**config.mk**
```make
export PLATFORM = sky130hd
export DESIGN_NAME = instr_fetch_unit
export DESIGN_NICKNAME = d
export VERILOG_FILES = /design/src/rtl/cpu_defs.sv /design/src/rtl/fetch_fifo.sv /design/src/rtl/instr_fetch_unit.sv
export SDC_FILE = /design/constraint.sdc
export NUM_CORES = 1
export LEC_CHECK = 0
export ABC_AREA = 1
export BUFFER_PORTS_ARGS = -buffer_cell sky130_fd_sc_hd__buf_2
export CORE_MARGIN = 2
export CORE_UTILIZATION = 30
export CTS_BUF_LIST = sky130_fd_sc_hd__clkbuf_8 sky130_fd_sc_hd__clkbuf_16
export CTS_CLUSTER_DIAMETER = 80
export DETAILED_ROUTE_END_ITERATION = 7
export PLACE_DENSITY = 0.51
export SYNTH_ARGS = -nofsm -noshare
export SYNTH_HDL_FRONTEND = slang
export SYNTH_HIERARCHICAL = 1
export SYNTH_SLANG_ARGS = --single-unit
```
**constraint.sdc**
```tcl
create_clock -name clk -period 7.7 [get_ports clk]
set_clock_uncertainty 0.05 [all_clocks]
set_input_delay 0.385 -clock clk [delete_from_list [all_inputs] [get_ports clk]]
set_output_delay 0.385 -clock clk [all_outputs]
set_load 0.01 [all_outputs]
```
**src/rtl/cpu_defs.sv**
```systemverilog
// Shared fetch-path definitions: default widths, fetch FSM encodings and PC step.
package cpu_defs;
   localparam int ADDR_W  = 64;
   localparam int INSTR_W = 32;
   localparam int PC_INC  = 4;

   typedef enum logic [1:0] {
      IDLE = 2'd0,
      REQ  = 2'd1,
      DROP = 2'd2
   } fetch_state_t;
endpackage

```
**src/rtl/fetch_fifo.sv**
```systemverilog
// Circular buffer of {pc, instr} entries with push, pop and flush; flush wins over both.
module fetch_fifo #(
   parameter int DEPTH   = 4,
   parameter int ADDR_W  = 64,
   parameter int INSTR_W = 32,
   localparam int PTR_W  = $clog2(DEPTH),
   localparam int CNT_W  = PTR_W + 1
) (
   input  logic               clk,
   input  logic               rst,
   input  logic               flush,
   input  logic               push,
   input  logic [ADDR_W-1:0]  push_pc,
   input  logic [INSTR_W-1:0] push_instr,
   input  logic               pop,
   output logic [ADDR_W-1:0]  head_pc,
   output logic [INSTR_W-1:0] head_instr,
   output logic [CNT_W-1:0]   count,
   output logic               full,
   output logic               empty
);
   logic [DEPTH-1:0][ADDR_W-1:0]  pc_mem;
   logic [DEPTH-1:0][INSTR_W-1:0] instr_mem;
   logic [PTR_W-1:0]              rd_ptr, wr_ptr;

   always_ff @(posedge clk) begin
      if (rst || flush) begin
         rd_ptr <= '0;
         wr_ptr <= '0;
         count  <= '0;
      end else begin
         if (push) wr_ptr <= wr_ptr + PTR_W'(1);
         if (pop)  rd_ptr <= rd_ptr + PTR_W'(1);
         count <= count + CNT_W'(push) - CNT_W'(pop);
      end
   end

   // Storage needs no reset; the head is only observed while count != 0.
   always_ff @(posedge clk) begin
      if (push && !flush) begin
         pc_mem[wr_ptr]    <= push_pc;
         instr_mem[wr_ptr] <= push_instr;
      end
   end

   assign head_pc    = pc_mem[rd_ptr];
   assign head_instr = instr_mem[rd_ptr];
   assign full       = (count == CNT_W'(DEPTH));
   assign empty      = (count == '0);
endmodule

```
**src/rtl/instr_fetch_unit.sv**
```systemverilog
// Instruction fetch: one-outstanding req/ack fetch into a small FIFO, valid/ready to the IR.
// Optional IFETCH_BYPASS_EN forwards an ack straight to the IR when the FIFO is empty.
module instr_fetch_unit #(
   parameter int DEPTH   = 4,
   parameter int ADDR_W  = cpu_defs::ADDR_W,
   parameter int INSTR_W = cpu_defs::INSTR_W,
   parameter logic [ADDR_W-1:0] RESET_PC = '0
) (
   input  logic               clk,
   input  logic               rst,
   input  logic               redirect,
   input  logic [ADDR_W-1:0]  redirect_pc,
   output logic               mem_req,
   output logic [ADDR_W-1:0]  mem_addr,
   input  logic               mem_ack,
   input  logic [INSTR_W-1:0] mem_rdata,
   output logic               ir_valid,
   input  logic               ir_ready,
   output logic [INSTR_W-1:0] ir_data,
   output logic [ADDR_W-1:0]  ir_pc
);
   import cpu_defs::*;

   localparam int CNT_W = $clog2(DEPTH) + 1;
   localparam logic [CNT_W-1:0] DEPTH_C = CNT_W'(DEPTH);

   fetch_state_t       state;
   logic [ADDR_W-1:0]  fetch_pc, rpc, pc_inc;
   logic [ADDR_W-1:0]  head_pc;
   logic [INSTR_W-1:0] head_instr;
   logic [CNT_W-1:0]   count, cnt_n;
   logic               full, empty, ack_push, byp, fifo_push, fifo_pop;

   assign rpc      = {redirect_pc[ADDR_W-1:2], 2'b00};
   assign pc_inc   = fetch_pc + ADDR_W'(PC_INC);
   assign ack_push = (state == REQ) && mem_ack && !redirect;

`ifdef IFETCH_BYPASS_EN
   assign byp = ack_push && empty;
`else
   assign byp = 1'b0;
`endif

   // A bypassed entry taken by the consumer never touches the FIFO.
   assign fifo_push = ack_push && !(byp && ir_ready);
   assign fifo_pop  = !empty && ir_ready && !redirect;
   assign cnt_n     = count + CNT_W'(fifo_push) - CNT_W'(fifo_pop);

   fetch_fifo #(.DEPTH(DEPTH), .ADDR_W(ADDR_W), .INSTR_W(INSTR_W)) u_fifo (
      .clk        (clk),
      .rst        (rst),
      .flush      (redirect),
      .push       (fifo_push),
      .push_pc    (fetch_pc),
      .push_instr (mem_rdata),
      .pop        (fifo_pop),
      .head_pc    (head_pc),
      .head_instr (head_instr),
      .count      (count),
      .full       (full),
      .empty      (empty)
   );

   // mem_addr follows fetch_pc except while a redirected request is still in flight.
   always_ff @(posedge clk) begin
      if (rst) begin
         state    <= IDLE;
         fetch_pc <= RESET_PC;
         mem_addr <= RESET_PC;
      end else begin
         unique case (state)
            IDLE: begin
               if (redirect) begin
                  fetch_pc <= rpc;
                  mem_addr <= rpc;
               end else if (!full) begin
                  state <= REQ;
               end
            end
            REQ: begin
               if (redirect) begin
                  fetch_pc <= rpc;
                  if (mem_ack) begin
                     state    <= IDLE;
                     mem_addr <= rpc;
                  end else begin
                     state <= DROP;
                  end
               end else if (mem_ack) begin
                  fetch_pc <= pc_inc;
                  mem_addr <= pc_inc;
                  if (cnt_n >= DEPTH_C) state <= IDLE;
               end
            end
            DROP: begin
               if (redirect) fetch_pc <= rpc;
               if (mem_ack) begin
                  state    <= IDLE;
                  mem_addr <= redirect ? rpc : fetch_pc;
               end
            end
            default: state <= IDLE;
         endcase
      end
   end

   assign mem_req  = (state != IDLE);
   assign ir_valid = !empty || byp;
   assign ir_data  = !empty ? head_instr : (byp ? mem_rdata : '0);
   assign ir_pc    = !empty ? head_pc    : (byp ? fetch_pc  : '0);
endmodule

```
==> results.cfg <==
[synth]
synth-seq-cells = 521
synth-edff-count = 384
synth-warning-count = 6
synth_cell_type_count = 39
synth_seq_area_share_pct = 54.8
synth-async-reset-ratio_pct = 0
yosysMostFrequentCell = nand2_1
yosysTopAreaCellShare_pct = 44.3
synthTopCellsByArea = edfxtp_1, dfxtp_1, nand2_1, a21oi_1, inv_1
synth_area_per_cell_sq_um = 8.49
syn-cell-area_sq_um = 26000
synthCells = 3065
synth_area_leader_cell = edfxtp_1
synth_nets = 3180
synth_ff_type = edfxtp_1
yosys-top-cells-count = nand2_1, inv_1, edfxtp_1

[status]
run_status = complete, no violations

[critical_path]
worst-path-max-fanout = 64
path_buf_inv = 4
arrival_ps = 4190
crit_required_ps = 8210
crit_path_end_kind = flop
max_stage_delay_ps = 690
r2r_cells = 9
crit_family = buffers and inverters
critPathLaunchType = flop
cp_num_cells = 9
cp_cell_sequence = inv_1 > ha_4 > nor2_4 > buf_4 > a21oi_4 > clkinv_2 > buf_4 > a21oi_1 > a21oi_1
crit_type = reg2reg
critPathSlowestCell = buf_4

[global_routing]
grt_pass1_vias = 19500
grtUsageMet3_pct = 2.52
grt_first_pass_wirelength_mm = 122
grt.overflow.total = 0
antenna_found_initial = 2
use_met1_pct = 25.4
use_met2_pct = 27.6
grt_max_degree = 223
track_usage_pct = 17.8
busiest_layer = met2

[power_and_ir_drop]
leakage_nw = 12.4
power_density_nw_per_um2 = 252
vdd_drop_max_v = 0.000159

[die]
rows = 108
core_area_sq_um = 86300
die_y_microns = 299
die_area_sq_um = 89100
die_w_microns = 299
ioPinCount = 263
start_util_pct = 30.1

[placed_design]
place_hpwl_mm = 51.6
portBuffers = 260
place_congestion = 0.856
placed_cell_area_sq_um = 28100
pre_cts_ws_ps = 4090

[clocking]
path_clk_slew_ps = 60
post_cts_resized = 0
numCtsBuffers = 59
cts_setup_buffers = 0
clock_latency_ps = 640
cts.sinks = 521
htree_num_levels = 2
cts_tree = done
cts_buffer_depth = 3
cts_root_buf = clkbuf_16
holdBufCountCts = 38

[sta]
finalCritPeriodShare_pct = 47.8
fmax_ghz = 0.272
rsz0062_at_grt = false
max-slew-margin-rel_pct = 26.6
drv_slew = 0
period_minus_slack_ps = 3680
setup_viol = 0
worst_pin_slew_ps = 1100
hold_viol = 0
tns_ps = 0
hold_ws_ps = 44.5
fin_ws_ps = 4020

[cells_and_area]
nets = 3381
fillers = 8962
layout-drive-gt1-share_pct = 14.3
design_area_sq_um = 30500
areaGrowthSynthToFinish_pct = 17.2
antenna_cells = 0

[detailed_routing]
drc = 0
drt_first_pass_iters = 7
ant_nets = 0
drtIter0Drc = 1645
vias_per_cell = 4.75
wirelength_mm = 81.1
post_drt_wl_per_cell_microns = 18.1
vias = 21200

[worst_hold_path]
hold-path-cell-count = 3
min_path_type = in2reg

[job]
cap_violations = 0
## logic make-up (layout without fill, tap and decap cells)
group           after synthesis  count (layout)  synth area share (%)
buf+inv                     601             850                  9.77
xor+xnor                      9               9                 0.303
flops                       521             521                  54.8
fa+ha+maj                    14              14                 0.702
compound gates              779             779                  16.2
simple gates               1141            1141                  18.2
## state kept, by name, indices dropped and copies added (netlist names)
name              count
u_fifo/wr_ptr         2
mem_addr             64
u_fifo/count          3
u_fifo/instr_mem    128
u_fifo/pc_mem       256
state                 2
fetch_pc             64
u_fifo/rd_ptr         2
## power breakdown
group          switching (mW)  internal [mW]
logic                   0.828          0.395
registers               0.302           3.26
clock network            1.17           1.74
## routing by layer
layer	wire (microns)	part of all wire (%)
met5	11	0.014
met3	4620	5.7
met4	2570	3.2
met2	35900	44
met1	38000	47
## path summary, 6_finish.rpt
kind                                                    start                       endpoint  slack, ps
worst max-delay path                    state[0]$_SDFFE_PP0P_      fetch_pc[51]$_SDFFE_PP0P_       4020
worst min-delay path                           redirect_pc[3]       mem_addr[3]$_SDFFE_PP0P_         40
worst max register to register          state[0]$_SDFFE_PP0P_      fetch_pc[51]$_SDFFE_PP0P_       4020
worst min register to register  u_fifo/wr_ptr[1]$_SDFFE_PP0P_  u_fifo/wr_ptr[1]$_SDFFE_PP0P_        480
## worst register-to-register path, cell delays in order (launching register included)
cell and delay, ps:
dfxtp_1 360, inv_1 110, ha_4 440, nor2_4 550, buf_4 690, a21oi_4 140
clkinv_2 270, buf_4 640, a21oi_1 170, a21oi_1 180
## layout make-up
class                      instances  area (sq um)  share of cell area [%]
clock buffer                      61          1500                    4.93
clock inverter                    48           493                    1.62
inverter                         419          1570                    5.16
multi-input combinational       1943          9290                    30.5
sequential                       521         14300                    46.8
tap                             1155          1450                    4.74
timing repair buffer             322          1910                    6.28
## cells in the final DEF (no fill, tap or decap), types with 13 or more instances in the layout
master and n:
nand2_1 641, o21ai_0 231, inv_1 421, dlygate4sd3_1 38, o211ai_1 99, or2_2 40, buf_4 21, edfxtp_1 384
nor2_1 295, o21ai_1 72, nor2_2 14, nand4_1 16, a21oi_1 360, clkinv_1 13, nand3_1 95, buf_2 259
clkbuf_16 59, dfxtp_1 135
## through the flow
step / cells / util [%] / total power [mW]
2_1_floorplan: 3065 / - / 4.29
3_3_place_gp: 4322 / 32.6 / 4.81
3_5_place_dp: 4322 / 32.6 / 4.81
4_1_cts: 4469 / 35.3 / 7.77
5_1_grt: 4469 / 35.3 / 8.06
6_report: 4469 / 35.3 / 7.70
No activity file was read; power rests on OpenSTA's default activity.
